==> config.mk <==
export PLATFORM = sky130hd
export DESIGN_NAME = reg_file_2r1w_flat
export DESIGN_NICKNAME = d
export VERILOG_FILES = /design/src/rtl/reg_file_2r1w_if.sv /design/src/rtl/reg_file_2r1w.sv /design/src/flat_wrapper.sv
export SDC_FILE = /design/constraint.sdc
export NUM_CORES = 1
export LEC_CHECK = 0
export ABC_AREA = 0
export BUFFER_PORTS_ARGS = -buffer_cell sky130_fd_sc_hd__buf_2
export CORE_ASPECT_RATIO = 0.5
export CORE_UTILIZATION = 37
export DETAILED_ROUTE_END_ITERATION = 12
export GPL_TIMING_DRIVEN = 0
export HOLD_SLACK_MARGIN = 0.15
export PLACE_DENSITY = 0.51
export REMOVE_ABC_BUFFERS = 1
export SYNTH_ARGS = -nofsm -noshare
export SYNTH_HDL_FRONTEND = slang
export SYNTH_SLANG_ARGS = --single-unit
==> constraint.sdc <==
create_clock -name clk_i -period 4.86 [get_ports clk_i]
set_input_delay 0.972 -clock clk_i [delete_from_list [all_inputs] [get_ports clk_i]]
set_output_delay 0.972 -clock clk_i [all_outputs]
set_load 0.02 [all_outputs]
==> src/rtl/reg_file_2r1w_if.sv <==
// reg_file_2r1w_if: bundle of the register-file ports between issue/write-back
// and the register file.
//   master : issue/write-back side (drives write, read and reservation requests)
//   slave  : register file (returns read data, stall and busy vector)
interface reg_file_2r1w_if #(
  parameter int SIZE     = 8,
  parameter int NUM_REGS = 8,
  parameter int ADDR_W   = 3
);
  logic                wr_en_i;
  logic [ADDR_W-1:0]   wr_addr_i;
  logic [SIZE-1:0]     din_i;
  logic                rd_en_a_i;
  logic                rd_en_b_i;
  logic [ADDR_W-1:0]   rd_addr_a_i;
  logic [ADDR_W-1:0]   rd_addr_b_i;
  logic [SIZE-1:0]     dout_a_o;
  logic [SIZE-1:0]     dout_b_o;
  logic                busy_set_i;
  logic [ADDR_W-1:0]   busy_addr_i;
  logic                stall_o;
  logic [NUM_REGS-1:0] busy_o;

  modport master (
    output wr_en_i, wr_addr_i, din_i,
    output rd_en_a_i, rd_en_b_i, rd_addr_a_i, rd_addr_b_i,
    output busy_set_i, busy_addr_i,
    input  dout_a_o, dout_b_o, stall_o, busy_o
  );

  modport slave (
    input  wr_en_i, wr_addr_i, din_i,
    input  rd_en_a_i, rd_en_b_i, rd_addr_a_i, rd_addr_b_i,
    input  busy_set_i, busy_addr_i,
    output dout_a_o, dout_b_o, stall_o, busy_o
  );
endinterface

==> src/rtl/reg_file_2r1w.sv <==
// reg_file_2r1w: two registered read ports, one write port, hard-wired zero
// register at address 0, write-to-read forwarding and a per-register busy
// scoreboard that stalls reads of registers still awaiting write-back.
//   clk_i   : clock, rising edge
//   rst_n_i : asynchronous active-low reset
//   bus     : slave side of reg_file_2r1w_if (write, two reads, reservation,
//             read data, stall, busy vector)
module reg_file_2r1w #(
  parameter int SIZE     = 8,
  parameter int NUM_REGS = 8,
  parameter int ADDR_W   = 3
) (
  input  logic            clk_i,
  input  logic            rst_n_i,
  reg_file_2r1w_if.slave  bus
);
  localparam int DEPTH = 1 << ADDR_W;

  logic [NUM_REGS-1:1][SIZE-1:0] regs_q, regs_d;
  logic [NUM_REGS-1:1]           busy_q, busy_d;
  logic [SIZE-1:0]               dout_a_q, dout_a_d;
  logic [SIZE-1:0]               dout_b_q, dout_b_d;

  // Full address-space views: address 0 and unimplemented addresses read as
  // zero / not busy, so lookups never need a range compare.
  logic [DEPTH-1:0] valid_map;
  logic [DEPTH-1:0] busy_map;
  logic [SIZE-1:0]  regs_map [DEPTH];

  for (genvar g = 0; g < DEPTH; g++) begin : g_map
    if (g > 0 && g < NUM_REGS) begin : g_real
      assign valid_map[g] = 1'b1;
      assign busy_map[g]  = busy_q[g];
      assign regs_map[g]  = regs_q[g];
    end else begin : g_zero
      assign valid_map[g] = 1'b0;
      assign busy_map[g]  = 1'b0;
      assign regs_map[g]  = '0;
    end
  end

  logic            fwd_a, fwd_b, stall;
  logic [SIZE-1:0] val_a, val_b;

  always_comb begin
    fwd_a = bus.wr_en_i && (bus.wr_addr_i == bus.rd_addr_a_i);
    fwd_b = bus.wr_en_i && (bus.wr_addr_i == bus.rd_addr_b_i);
    // A write landing this cycle satisfies the read, so it does not stall.
    stall = (bus.rd_en_a_i && busy_map[bus.rd_addr_a_i] && !fwd_a) ||
            (bus.rd_en_b_i && busy_map[bus.rd_addr_b_i] && !fwd_b);

    val_a = '0;
    if (valid_map[bus.rd_addr_a_i]) val_a = fwd_a ? bus.din_i : regs_map[bus.rd_addr_a_i];
    val_b = '0;
    if (valid_map[bus.rd_addr_b_i]) val_b = fwd_b ? bus.din_i : regs_map[bus.rd_addr_b_i];

    regs_d = regs_q;
    busy_d = busy_q;
    for (int i = 1; i < NUM_REGS; i++) begin
      if (bus.wr_en_i && bus.wr_addr_i == ADDR_W'(i)) begin
        regs_d[i] = bus.din_i;
        busy_d[i] = 1'b0;
      end
      // Set after clear: a new producer issued as the old one retires keeps
      // the register reserved.
      if (bus.busy_set_i && bus.busy_addr_i == ADDR_W'(i)) busy_d[i] = 1'b1;
    end

    // Any stall freezes both ports so they stay in lockstep.
    dout_a_d = dout_a_q;
    dout_b_d = dout_b_q;
    if (!stall) begin
      if (bus.rd_en_a_i) dout_a_d = val_a;
      if (bus.rd_en_b_i) dout_b_d = val_b;
    end
  end

  always_ff @(posedge clk_i or negedge rst_n_i) begin
    if (!rst_n_i) begin
      regs_q   <= '0;
      busy_q   <= '0;
      dout_a_q <= '0;
      dout_b_q <= '0;
    end else begin
      regs_q   <= regs_d;
      busy_q   <= busy_d;
      dout_a_q <= dout_a_d;
      dout_b_q <= dout_b_d;
    end
  end

  assign bus.dout_a_o = dout_a_q;
  assign bus.dout_b_o = dout_b_q;
  assign bus.stall_o  = stall;
  assign bus.busy_o   = {busy_q, 1'b0};
endmodule

==> src/flat_wrapper.sv <==
// flat-port wrapper written by rule: the top's interface ports become plain ports
module reg_file_2r1w_flat 
#(
  parameter int SIZE     = 8,
  parameter int NUM_REGS = 8,
  parameter int ADDR_W   = 3
)
  (clk_i, rst_n_i, bus_wr_en_i, bus_wr_addr_i, bus_din_i, bus_rd_en_a_i, bus_rd_en_b_i, bus_rd_addr_a_i, bus_rd_addr_b_i, bus_busy_set_i, bus_busy_addr_i, bus_dout_a_o, bus_dout_b_o, bus_stall_o, bus_busy_o);
  reg_file_2r1w_if #(.SIZE(SIZE), .NUM_REGS(NUM_REGS), .ADDR_W(ADDR_W)) bus_i ();
  input  logic clk_i;
  input  logic rst_n_i;
  input wire logic [$bits(bus_i.wr_en_i)-1:0] bus_wr_en_i;
  input wire logic [$bits(bus_i.wr_addr_i)-1:0] bus_wr_addr_i;
  input wire logic [$bits(bus_i.din_i)-1:0] bus_din_i;
  input wire logic [$bits(bus_i.rd_en_a_i)-1:0] bus_rd_en_a_i;
  input wire logic [$bits(bus_i.rd_en_b_i)-1:0] bus_rd_en_b_i;
  input wire logic [$bits(bus_i.rd_addr_a_i)-1:0] bus_rd_addr_a_i;
  input wire logic [$bits(bus_i.rd_addr_b_i)-1:0] bus_rd_addr_b_i;
  input wire logic [$bits(bus_i.busy_set_i)-1:0] bus_busy_set_i;
  input wire logic [$bits(bus_i.busy_addr_i)-1:0] bus_busy_addr_i;
  output wire logic [$bits(bus_i.dout_a_o)-1:0] bus_dout_a_o;
  output wire logic [$bits(bus_i.dout_b_o)-1:0] bus_dout_b_o;
  output wire logic [$bits(bus_i.stall_o)-1:0] bus_stall_o;
  output wire logic [$bits(bus_i.busy_o)-1:0] bus_busy_o;
  assign bus_i.wr_en_i = bus_wr_en_i;
  assign bus_i.wr_addr_i = bus_wr_addr_i;
  assign bus_i.din_i = bus_din_i;
  assign bus_i.rd_en_a_i = bus_rd_en_a_i;
  assign bus_i.rd_en_b_i = bus_rd_en_b_i;
  assign bus_i.rd_addr_a_i = bus_rd_addr_a_i;
  assign bus_i.rd_addr_b_i = bus_rd_addr_b_i;
  assign bus_i.busy_set_i = bus_busy_set_i;
  assign bus_i.busy_addr_i = bus_busy_addr_i;
  assign bus_dout_a_o = bus_i.dout_a_o;
  assign bus_dout_b_o = bus_i.dout_b_o;
  assign bus_stall_o = bus_i.stall_o;
  assign bus_busy_o = bus_i.busy_o;
  reg_file_2r1w #(.SIZE(SIZE), .NUM_REGS(NUM_REGS), .ADDR_W(ADDR_W)) u_core (.clk_i(clk_i), .rst_n_i(rst_n_i), .bus(bus_i));
endmodule
==> reports/metrics.yaml, run 1 <==
status:
  status: "finished clean"
yosys:
  ys_ff_latch: 79
  syn_area_mm2: 0.00435
  synth_edf_count: 0
  synth_area_leader_cell: "dfrtp_1"
  synthTopCellsByArea: "dfrtp_1 (45%), mux2_2 (19%), mux4_2 (8.3%)"
  synth.distinct_cells: 36
  async_flop_share_pct: 100
  netlist.area_leader.share_pct: 45.5
  yosysWarnings: 0
  yosys-top-cells-count: "dfrtp_1 (79), mux2_2 (72), nand2_1 (25)"
  post-synth-top-count-cell: "dfrtp_1"
  synthCells: 343
  avgSynthCellArea_um2: 12.7
  synthFlopType: "dfrtp_1"
  ys_seq_area_share_pct: 45.5
timing:
  worstMarginPinSlew_ps: 1300
  hold_violations: 0
  fin_crit_sh_pct: 91.3
  layout_min_cycle_time_ps: 4440
  finalSetupViolCount: 0
  slew_violations: 0
  finClkSkew_ps: 6.06
  slew_headroom_pct: 12.7
  fmax_mhz: 225
  rsz0062_at_grt: "false"
  finalSetupTns_ps: 0
worst_setup_path:
  worstPathCellList: "buf_2 > nor2b_1 > a221oi_2 > nor4b_2 > or2_2 > buf_2"
  path_buf_inv: 2
  max_stage_delay_ps: 930
  regToRegSetupSlack_ps: 2520
  critPathTopFamily: "simple AND/OR/NAND/NOR gates"
  crit_path_end_kind: "primary output"
  cpMaxStageDelayCell: "nor2b_1"
  crit_arrival_ps: 3470
  start_kind: "input port"
  required_ps: 3890
  cpMostUsedCell: "buf_2"
  crit_fanout: 22
  crit_type: "in -> out"
power_and_ir_drop:
  p_clk_share_pct: 35.4
  p_int_w: 0.00168
  powerDensity_mw_per_mm2: 469
  total_power_w: 0.00238
  p_leak_nw: 2.10
  seq_power_share_pct: 39.4
  ir_drop_mv: 0.203
  p_comb_share_pct: 25.1
  switchingPower_w: 0.000699
  p_sw_share_pct: 29.4
place:
  place_congestion: 0.767
  portBuffers: 49
  dpl-instance-area_mm2: 0.00470
  place.detailed.hpwl_mm: 7.48
clocking:
  cts_made_buffers: 9
  clock_sinks: 79
  hold_buffers: 0
  cts_tree: "done"
  cts_resized: 0
  clk_pin_slew_ps: 60
  clk_latency_ps: 340
  h-tree-depth: 3
  clock_path_buffers: 2
  cts_setup_buffers: 0
  root_buffer: "clkbuf_16"
finish:
  final_area_mm2: 0.00507
  drive_above_1_share_pct: 43.3
  area_growth_pct: 16.5
  layout.nets: 402
  final_util_pct: 45.2
  nFillCells: 1035
  diodes: 0
global_route:
  grt_pass1_wl_mm: 18.5
  antenna_found_initial: 0
  grt_pass1_vias: 3159
  grt-ovfl-total: 0
  grt_start_max_net_pins: 41
  grt_usage_pct: 20.9
die:
  dieHeight_um: 78.7
  start_util_pct: 38.8
  die_area_mm2: 0.0122
  die_w_um: 155
  coreArea_mm2: 0.0112
  io-pin-count: 51
  row_count: 27
routing:
  vias: 3148
  drtPass1Iterations: 4
  ant_nets: 0
  routed_wl_mm: 12.1
  viasPerCell: 5.83
  drc: 0
  drt_iter0_drc: 205
  routedWlPerCell_um: 22.3
job:
  maxCapViolations: 0
min_path:
  hold_class: "reg -> reg"
==> final timing paths <==
kind,cells past startpoint,end,start
min,1,u_core.bus.dout_b_o[6]$_DFFE_PN0P_,u_core.bus.dout_b_o[6]$_DFFE_PN0P_
min reg2reg,1,u_core.bus.dout_b_o[6]$_DFFE_PN0P_,u_core.bus.dout_b_o[6]$_DFFE_PN0P_
max,6,bus_stall_o,bus_rd_addr_a_i[1]
max in group asynchronous,2,u_core.busy_q[5]$_DFFE_PN0P_,rst_n_i
max reg2reg,5,u_core.bus.dout_a_o[6]$_DFFE_PN0P_,u_core.busy_q[1]$_DFFE_PN0P_
min in group asynchronous,1,u_core.regs_map[21]$_DFFE_PN0P_,rst_n_i
==> stage by stage <==
stage | setup WS, ps | hold slack (ps) | std cells
2_1_floorplan | 1740 | 491 | 315
3_3_place_gp | 521 | 485 | 523
3_5_place_dp | 474 | 486 | 524
4_1_cts | 433 | 505 | 540
5_1_grt | 350 | 528 | 540
6_report | 422 | 502 | 540
==> registers in the layout (all words and copies together) (netlist names) <==
name                 count
u_core.regs_map         56
u_core.bus.dout_b_o      8
u_core.bus.dout_a_o      8
u_core.busy_q            7
==> cell families after synthesis <==
| family | Yosys count | synth area share (%) |
|---|---|---|
| multiplexers | 94 | 28.5 |
| flip-flops | 79 | 45.5 |
| AO/OA/AOI/OAI | 69 | 12.3 |
| AND/OR/NAND/NOR | 63 | 8.80 |
| buffers and inverters | 31 | 3.68 |
| XOR/XNOR | 6 | 1.21 |
| other | 1 | 0.0862 |
==> layout by cell type, fill, tap and decap left out, types with 5 or more instances in the layout <==
| master | count |
|---|---|
| xnor2_1 | 6 |
| mux2_2 | 72 |
| mux4_2 | 16 |
| dfrtp_1 | 79 |
| a21oi_1 | 8 |
| a221oi_1 | 12 |
| nor2b_1 | 15 |
| clkbuf_16 | 9 |
| buf_2 | 48 |
| o31ai_1 | 14 |
| o21ai_0 | 8 |
| nand2_1 | 25 |
| a22o_1 | 16 |
| nand2b_1 | 5 |
==> final cells by class <==
type | count | area [um^2] | area share (%)
clock buffers | 9 | 225 | 4.44
repair buffers | 50 | 268 | 5.28
multi-input cells | 233 | 2240 | 44.2
flip-flops and latches | 79 | 1980 | 39.0
clock inverters | 7 | 145 | 2.86
well taps | 159 | 199 | 3.93
inverters | 3 | 11.3 | 0.222
==> power by group through the flow <==
stage	sequential, W	clock (W)	combinational, W
2_1_floorplan	0.000992	0	0.000330
3_3_place_gp	0.000932	0	0.000580
3_5_place_dp	0.000945	0	0.000597
4_1_cts	0.000936	0.000852	0.000600
5_1_grt	0.000962	0.000885	0.000639
6_report	0.000938	0.000842	0.000597
==> layer usage <==
layer,wire length (um),global-route usage (%)
met1,5810,29.9
met2,5390,32.1
met3,770,5.30
met4,96,4.02
met5,0,0
(Power assumes the default switching activity.)
==> run 2: changes to the inputs <==
--- a/config.mk
+++ b/config.mk
@@ -13,7 +13,6 @@
 export GPL_TIMING_DRIVEN = 0
 export HOLD_SLACK_MARGIN = 0.15
 export PLACE_DENSITY = 0.51
-export REMOVE_ABC_BUFFERS = 1
 export SYNTH_ARGS = -nofsm -noshare
 export SYNTH_HDL_FRONTEND = slang
 export SYNTH_SLANG_ARGS = --single-unit
==> run 2 against run 1 <==
Wire length up 0.67%. Via count grew 1.2%. Register-to-register slack gained 80 ps. Setup slack gained 750 ps. Critical path depth increased by 1. Count of clock-buffer cells in the layout rose by 1. Design area grew 0.32%. Largest cell class unchanged. Largest power group unchanged.
==> reports/metrics.yaml, run 2 (same netlist as run 1, synthesis figures left out) <==
status:
  status: "finished clean"
timing:
  finalSetupViolCount: 0  # unchanged
  rsz0062_at_grt: "false"
  finClkSkew_ps: 4.82  # -1.24 ps
  finalSetupTns_ps: 0  # unchanged
  slew_violations: 0  # unchanged
  worstMarginPinSlew_ps: 1200  # -102 ps
  fin_crit_sh_pct: 75.8  # -16 points
  slew_headroom_pct: 19.6  # +6.9 points
  hold_violations: 0  # unchanged
  layout_min_cycle_time_ps: 3680  # -754 ps
  fmax_mhz: 271  # +20%
finish:
  nFillCells: 1030  # -0.48%
  multi_input_area_mm2: 0.00221  # -1.3%
  layout.nets: 424  # +5.5%
  area_growth_pct: 16.9
  final_util_pct: 45.3  # +0.15 points
  final_common_cell: "dfrtp_1"
  largest_reg_flops: 56  # unchanged
  seqCellArea_mm2: 0.00198  # unchanged
  drive_above_1_share_pct: 42.7  # -0.63 points
  diodes: 0  # unchanged
  mostFrequentLayoutCells: "dfrtp_1 (79), mux2_2 (72), buf_2 (53), nand2_1 (25)"
global_route:
  grt_usage_pct: 21.2  # +0.32 points
  grt_pass1_vias: 3192  # +1.0%
  grt-ovfl-total: 0  # unchanged
  grt_start_max_net_pins: 46  # +12%
  antenna_found_initial: 0  # unchanged
  grt_pass1_wl_mm: 18.9  # +1.9%
clocking:
  cts_made_buffers: 9  # unchanged
  cts_resized: 0  # unchanged
  clock_sinks: 79  # unchanged
  cts_setup_buffers: 0  # unchanged
  hold_buffers: 0  # unchanged
  h-tree-depth: 3  # unchanged
  clk_latency_ps: 330  # about the same
  clock_path_buffers: 2  # unchanged
  clk_pin_slew_ps: 60  # about the same
  cts_tree: "done"
  root_buffer: "clkbuf_16"
worst_setup_path:
  max_stage_delay_ps: 510  # -420 ps
  path_buf_inv: 3  # +1
  crit_path_end_kind: "primary output"
  cpMaxStageDelayCell: "nor4b_2"
  worstPathCellList: "buf_2 > nor2b_1 > buf_1 > a221oi_2 > nor4b_2 > or2_2 > buf_2"
  crit_arrival_ps: 2710  # -760 ps
  crit_type: "in -> out"
  crit_fanout: 9  # -59%
  critPathTopFamily: "simple AND/OR/NAND/NOR gates"
  required_ps: 3890  # about the same
  start_kind: "input port"
  cpMostUsedCell: "buf_2"
routing:
  routed_wl_mm: 12.1  # +0.67%
  ant_nets: 0  # unchanged
  drc: 0  # unchanged
  drt_iter0_drc: 226  # +10%
  vias: 3186  # +1.2%
  viasPerCell: 5.67  # -2.8%
  routedWlPerCell_um: 21.6  # -3.3%
  drtPass1Iterations: 5  # +1
power_and_ir_drop:
  seq_power_share_pct: 42.0  # +2.6 points
  total_power_w: 0.00222  # -6.5%
  p_clk_share_pct: 30.7  # -4.7 points
  p_sw_share_pct: 31.1  # +1.7 points
  powerDensity_mw_per_mm2: 437  # -6.8%
  p_int_w: 0.00153  # -8.8%
  p_leak_nw: 2.12  # +0.64%
  p_comb_share_pct: 27.3  # +2.2 points
  ir_drop_mv: 0.147  # -28%
  switchingPower_w: 0.000692  # -0.94%
yosys:
  syn-num-nets: 369
job:
  maxCapViolations: 0  # unchanged
die:
  die_area_mm2: 0.0122  # unchanged
  die_w_um: 155  # unchanged
  row_count: 27  # unchanged
  start_util_pct: 38.8  # unchanged
  coreArea_mm2: 0.0112  # unchanged
  io-pin-count: 51  # unchanged
  dieHeight_um: 78.7  # unchanged
place:
  portBuffers: 43  # -12%
  place_congestion: 0.827  # +7.9%
  place.detailed.hpwl_mm: 8.30  # +11%
min_path:
  hold_class: "reg -> reg"
run 2: final timing paths:
| check | from | endpoint | slack, ps | cells after the start |
|---|---|---|---|---|
| worst max-delay path | bus_rd_addr_a_i[1] | bus_stall_o | 1180 | 7 |
| worst min-delay path | u_core.bus.dout_a_o[3]$_DFFE_PN0P_ | u_core.bus.dout_a_o[3]$_DFFE_PN0P_ | 500 | 1 |
| worst max register to register | u_core.busy_q[3]$_DFFE_PN0P_ | u_core.bus.dout_a_o[6]$_DFFE_PN0P_ | 2600 | 5 |
| worst min register to register | u_core.bus.dout_a_o[3]$_DFFE_PN0P_ | u_core.bus.dout_a_o[3]$_DFFE_PN0P_ | 500 | 1 |
| max in group asynchronous | rst_n_i | u_core.bus.dout_b_o[2]$_DFFE_PN0P_ | 3660 | 2 |
| min in group asynchronous | rst_n_i | u_core.regs_map[6]$_DFFE_PN0P_ | 590 | 1 |
run 2: metrics by stage:
step                instance area (um^2)  setup WS (ps)  std cells  hold slack, ps
finish                              5080           1180        562             497
global route                        5080           1030        562             515
CTS                                 5080           1140        562             501
detailed placement                  4790           1170        546             478
global placement                    4760           1180        545             482
floorplan                           4350           1680        343             491
run 2: routing by layer:
layer / track usage [%] / vias to the layer above / wire length, um
met1: 30.6 / 1684 / 6020
met3: 3.42 / 8 / 474
li1: - / 1423 / -
met2: 33.4 / 71 / 5560
met5: 0 / - / 0
met4: 5.10 / 0 / 87
run 2: layout make-up:
cell class / count / share of cell area (%)
well taps: 159 / 3.91
flip-flops and latches: 79 / 38.9
clock buffers: 10 / 4.50
clock inverters: 6 / 1.35
multi-input cells: 233 / 43.5
inverters: 3 / 0.222
plain buffers: 28 / 2.93
repair buffers: 44 / 4.68
run 2: worst reg2reg max path, stage by stage, from the launching register on:
cell and delay (ps):
dfrtp_1 410, mux2_2 290, a221oi_2 320, nor4b_2 130, nor3_2 770, a22o_1 270
run 2: power by group through the flow:
stage	clock network [W]	registers, W	logic, W
global route	0.000723	0.000956	0.000654
finish	0.000681	0.000934	0.000608
detailed placement	0	0.000943	0.000610
floorplan	0	0.000992	0.000357
CTS	0.000693	0.000933	0.000612
global placement	0	0.000935	0.000595
==> run 3: changes to the inputs <==
--- a/config.mk
+++ b/config.mk
@@ -12,7 +12,7 @@
 export DETAILED_ROUTE_END_ITERATION = 12
 export GPL_TIMING_DRIVEN = 0
 export HOLD_SLACK_MARGIN = 0.15
-export PLACE_DENSITY = 0.51
+export PLACE_DENSITY = 0.53
 export SYNTH_ARGS = -nofsm -noshare
 export SYNTH_HDL_FRONTEND = slang
 export SYNTH_SLANG_ARGS = --single-unit
==> constraint.sdc (replaced) <==
create_clock -name clk_i -period 3.2 [get_ports clk_i]
set_input_delay 0.64 -clock clk_i [delete_from_list [all_inputs] [get_ports clk_i]]
set_output_delay 0.64 -clock clk_i [all_outputs]
set_load 0.02 [all_outputs]
==> run 3 against run 2 <==
Sequential share of layout area is 0.076 points lower. Design area is 0.20% higher. Clock skew hardly changed. Worst hold slack worse by 270 ps. Non-clock buffer count stayed put. Total power is 52% higher. Die area stayed put. Clock power is 51% higher. Critical path depth stayed put. Sequential power is 52% higher. Register-to-register slack worse by 1600 ps. Flip-flop and latch count stayed put.
==> reports/metrics.yaml, run 3 (same netlist as run 1, synthesis figures left out) <==
status:
  status: "finished clean"
die:
  die_w_um: 155  # unchanged
  row_count: 27  # unchanged
  io-pin-count: 51  # unchanged
  die_area_mm2: 0.0122  # unchanged
  start_util_pct: 38.8  # unchanged
  dieHeight_um: 78.7  # unchanged
  coreArea_mm2: 0.0112  # unchanged
worst_setup_path:
  start_kind: "input port"
  critPathTopFamily: "simple AND/OR/NAND/NOR gates"
  r2r-start: "u_core.busy_q[3]$_DFFE_PN0P_"
  crit_arrival_ps: 2440  # -270 ps
  endpoint: "bus_stall_o"
  cpMostUsedCell: "buf_2"
  path_buf_inv: 3  # unchanged
  reg2reg_depth: 5  # unchanged
  crit_fanout: 9  # unchanged
  cp.depth: 7  # unchanged
  regToRegSetupSlack_ps: 1010  # -1590 ps
  worstPathCellList: "buf_2 > nor2b_1 > buf_1 > a221oi_2 > nor4b_2 > or2_2 > buf_2"
  startpoint: "bus_rd_addr_a_i[1]"
  crit_path_end_kind: "primary output"
  cpMaxStageDelayCell: "buf_1"
  max_stage_delay_ps: 530  # +20 ps
  required_ps: 2560  # -1330 ps
  crit_type: "in -> out"
  rr_endpoint: "u_core.bus.dout_a_o[6]$_DFFE_PN0P_"
clocking:
  clk_latency_ps: 330  # about the same
  clock_path_buffers: 2  # unchanged
  cts_setup_buffers: 0  # unchanged
  h-tree-depth: 3  # unchanged
  hold_buffers: 0  # unchanged
  root_buffer: "clkbuf_16"
  cts_resized: 0  # unchanged
  clk_pin_slew_ps: 60  # about the same
  cts_made_buffers: 9  # unchanged
  cts_tree: "done"
  clock_sinks: 79  # unchanged
finish:
  nFillCells: 1041  # +1.1%
  mostFrequentLayoutCells: "dfrtp_1 (79), mux2_2 (72), buf_2 (53), nand2_1 (25)"
  area_growth_pct: 17.1
  largest_reg_flops: 56  # unchanged
  final_common_cell: "dfrtp_1"
  fin_cells: 562  # unchanged
  layout.nets: 424  # unchanged
  drive_above_1_share_pct: 42.4  # -0.25 points
  diodes: 0  # unchanged
timing:
  finalSetupViolCount: 0  # unchanged
  rsz0062_at_grt: "false"
  slew_headroom_pct: 21.1  # +1.5 points
  layout_min_cycle_time_ps: 3080
  slew_violations: 0  # unchanged
  finalSetupTns_ps: 0  # unchanged
  fin_ws_ps: 118  # -1060 ps
  finClkSkew_ps: 5.03  # +0.208 ps
  fmax_mhz: 324
  fin_crit_sh_pct: 96.3
  hold_violations: 0  # unchanged
  worstMarginPinSlew_ps: 1180  # -22.2 ps
routing:
  drtPass1Iterations: 4  # -1
  vias: 3190  # +0.13%
  routed_wl_mm: 12.4  # +1.8%
  viasPerCell: 5.68  # +0.13%
  ant_nets: 0  # unchanged
  drc: 0  # unchanged
  drt_iter0_drc: 205  # -9.3%
  routedWlPerCell_um: 22.0  # +1.8%
place:
  place.detailed.hpwl_mm: 8.29  # about the same
  pre_cts_ws_ps: 151  # -1020 ps
  place_congestion: 0.863  # +4.4%
  portBuffers: 43  # unchanged
  placed_cells: 546  # unchanged
power_and_ir_drop:
  p_leak_nw: 2.11  # about the same
  ir_drop_mv: 0.243  # +65%
  powerDensity_mw_per_mm2: 663  # +52%
min_path:
  hold_class: "in -> async"
global_route:
  grt_pass1_vias: 3278  # +2.7%
  grt_pass1_wl_mm: 19.4  # +2.4%
  grt_start_max_net_pins: 54  # +17%
  grt_usage_pct: 21.8  # +0.58 points
  antenna_found_initial: 0  # unchanged
  grt-ovfl-total: 0  # unchanged
job:
  maxCapViolations: 0  # unchanged
yosys:
  syn-num-nets: 369  # unchanged
run 3: cell types whose count changed in the layout (fill, tap and decap cells not counted):
cell / before / now
clkinv_4: 1 / 0
clkinv_2: 1 / 0
buf_16: 0 / 1
clkbuf_8: 0 / 1
buf_12: 1 / 0
clkinvlp_4: 1 / 2
inv_6: 2 / 1
clkbuf_1: 10 / 11
run 3: per-layer routing:
metal / share of wire [%] / global-route usage [%] / vias up
met5: 0 / 0 / -
met1: 47 / 30.9 / 1647
met4: 1.2 / 5.20 / 0
li1: - / - / 1421
met2: 46 / 34.0 / 108
met3: 5.6 / 4.75 / 14
run 3: final cells by class:
cell class	instances	area (um^2)	area share, %
Buffer	28	149	2.92
Clock buffer	12	246	4.84
Clock inverter	4	53.8	1.06
Inverter	3	11.3	0.221
Multi-Input combinational cell	233	2210	43.4
Sequential cell	79	1980	38.8
Tap cell	159	199	3.91
Timing Repair Buffer	44	245	4.81
run 3: worst min path at each step:
stage,start,slack [ps],depth (start not counted),to
after floorplan,rst_n_i,340,0,u_core.bus.dout_a_o[0]$_DFFE_PN0P_
after global placement,u_core.bus.dout_a_o[6]$_DFFE_PN0P_,480,1,u_core.bus.dout_a_o[6]$_DFFE_PN0P_
after detailed placement,u_core.bus.dout_a_o[6]$_DFFE_PN0P_,480,1,u_core.bus.dout_a_o[6]$_DFFE_PN0P_
after CTS,rst_n_i,230,1,u_core.regs_map[30]$_DFFE_PN0P_
after global routing,rst_n_i,240,1,u_core.regs_map[22]$_DFFE_PN0P_
final,rst_n_i,220,1,u_core.regs_map[30]$_DFFE_PN0P_
run 3: report_power, final:
group / switching, W / internal (W) / total (W)
Combinational: 0.000455 / 0.000467 / 0.000921
Sequential: 0.000173 / 0.00125 / 0.00142
Clock: 0.000405 / 0.000629 / 0.00103
run 3: per-stage QoR:
stage / power, W / hold slack (ps) / area (um^2) / utilization, %
final: 0.00338 / 224 / 5090 / 45.4
after global routing: 0.00356 / 236 / 5090 / 45.4
after CTS: 0.00340 / 230 / 5090 / 45.4
after detailed placement: 0.00236 / 484 / 4790 / 42.7
after global placement: 0.00232 / 485 / 4760 / 42.5
after floorplan: 0.00205 / 344 / 4350 / -
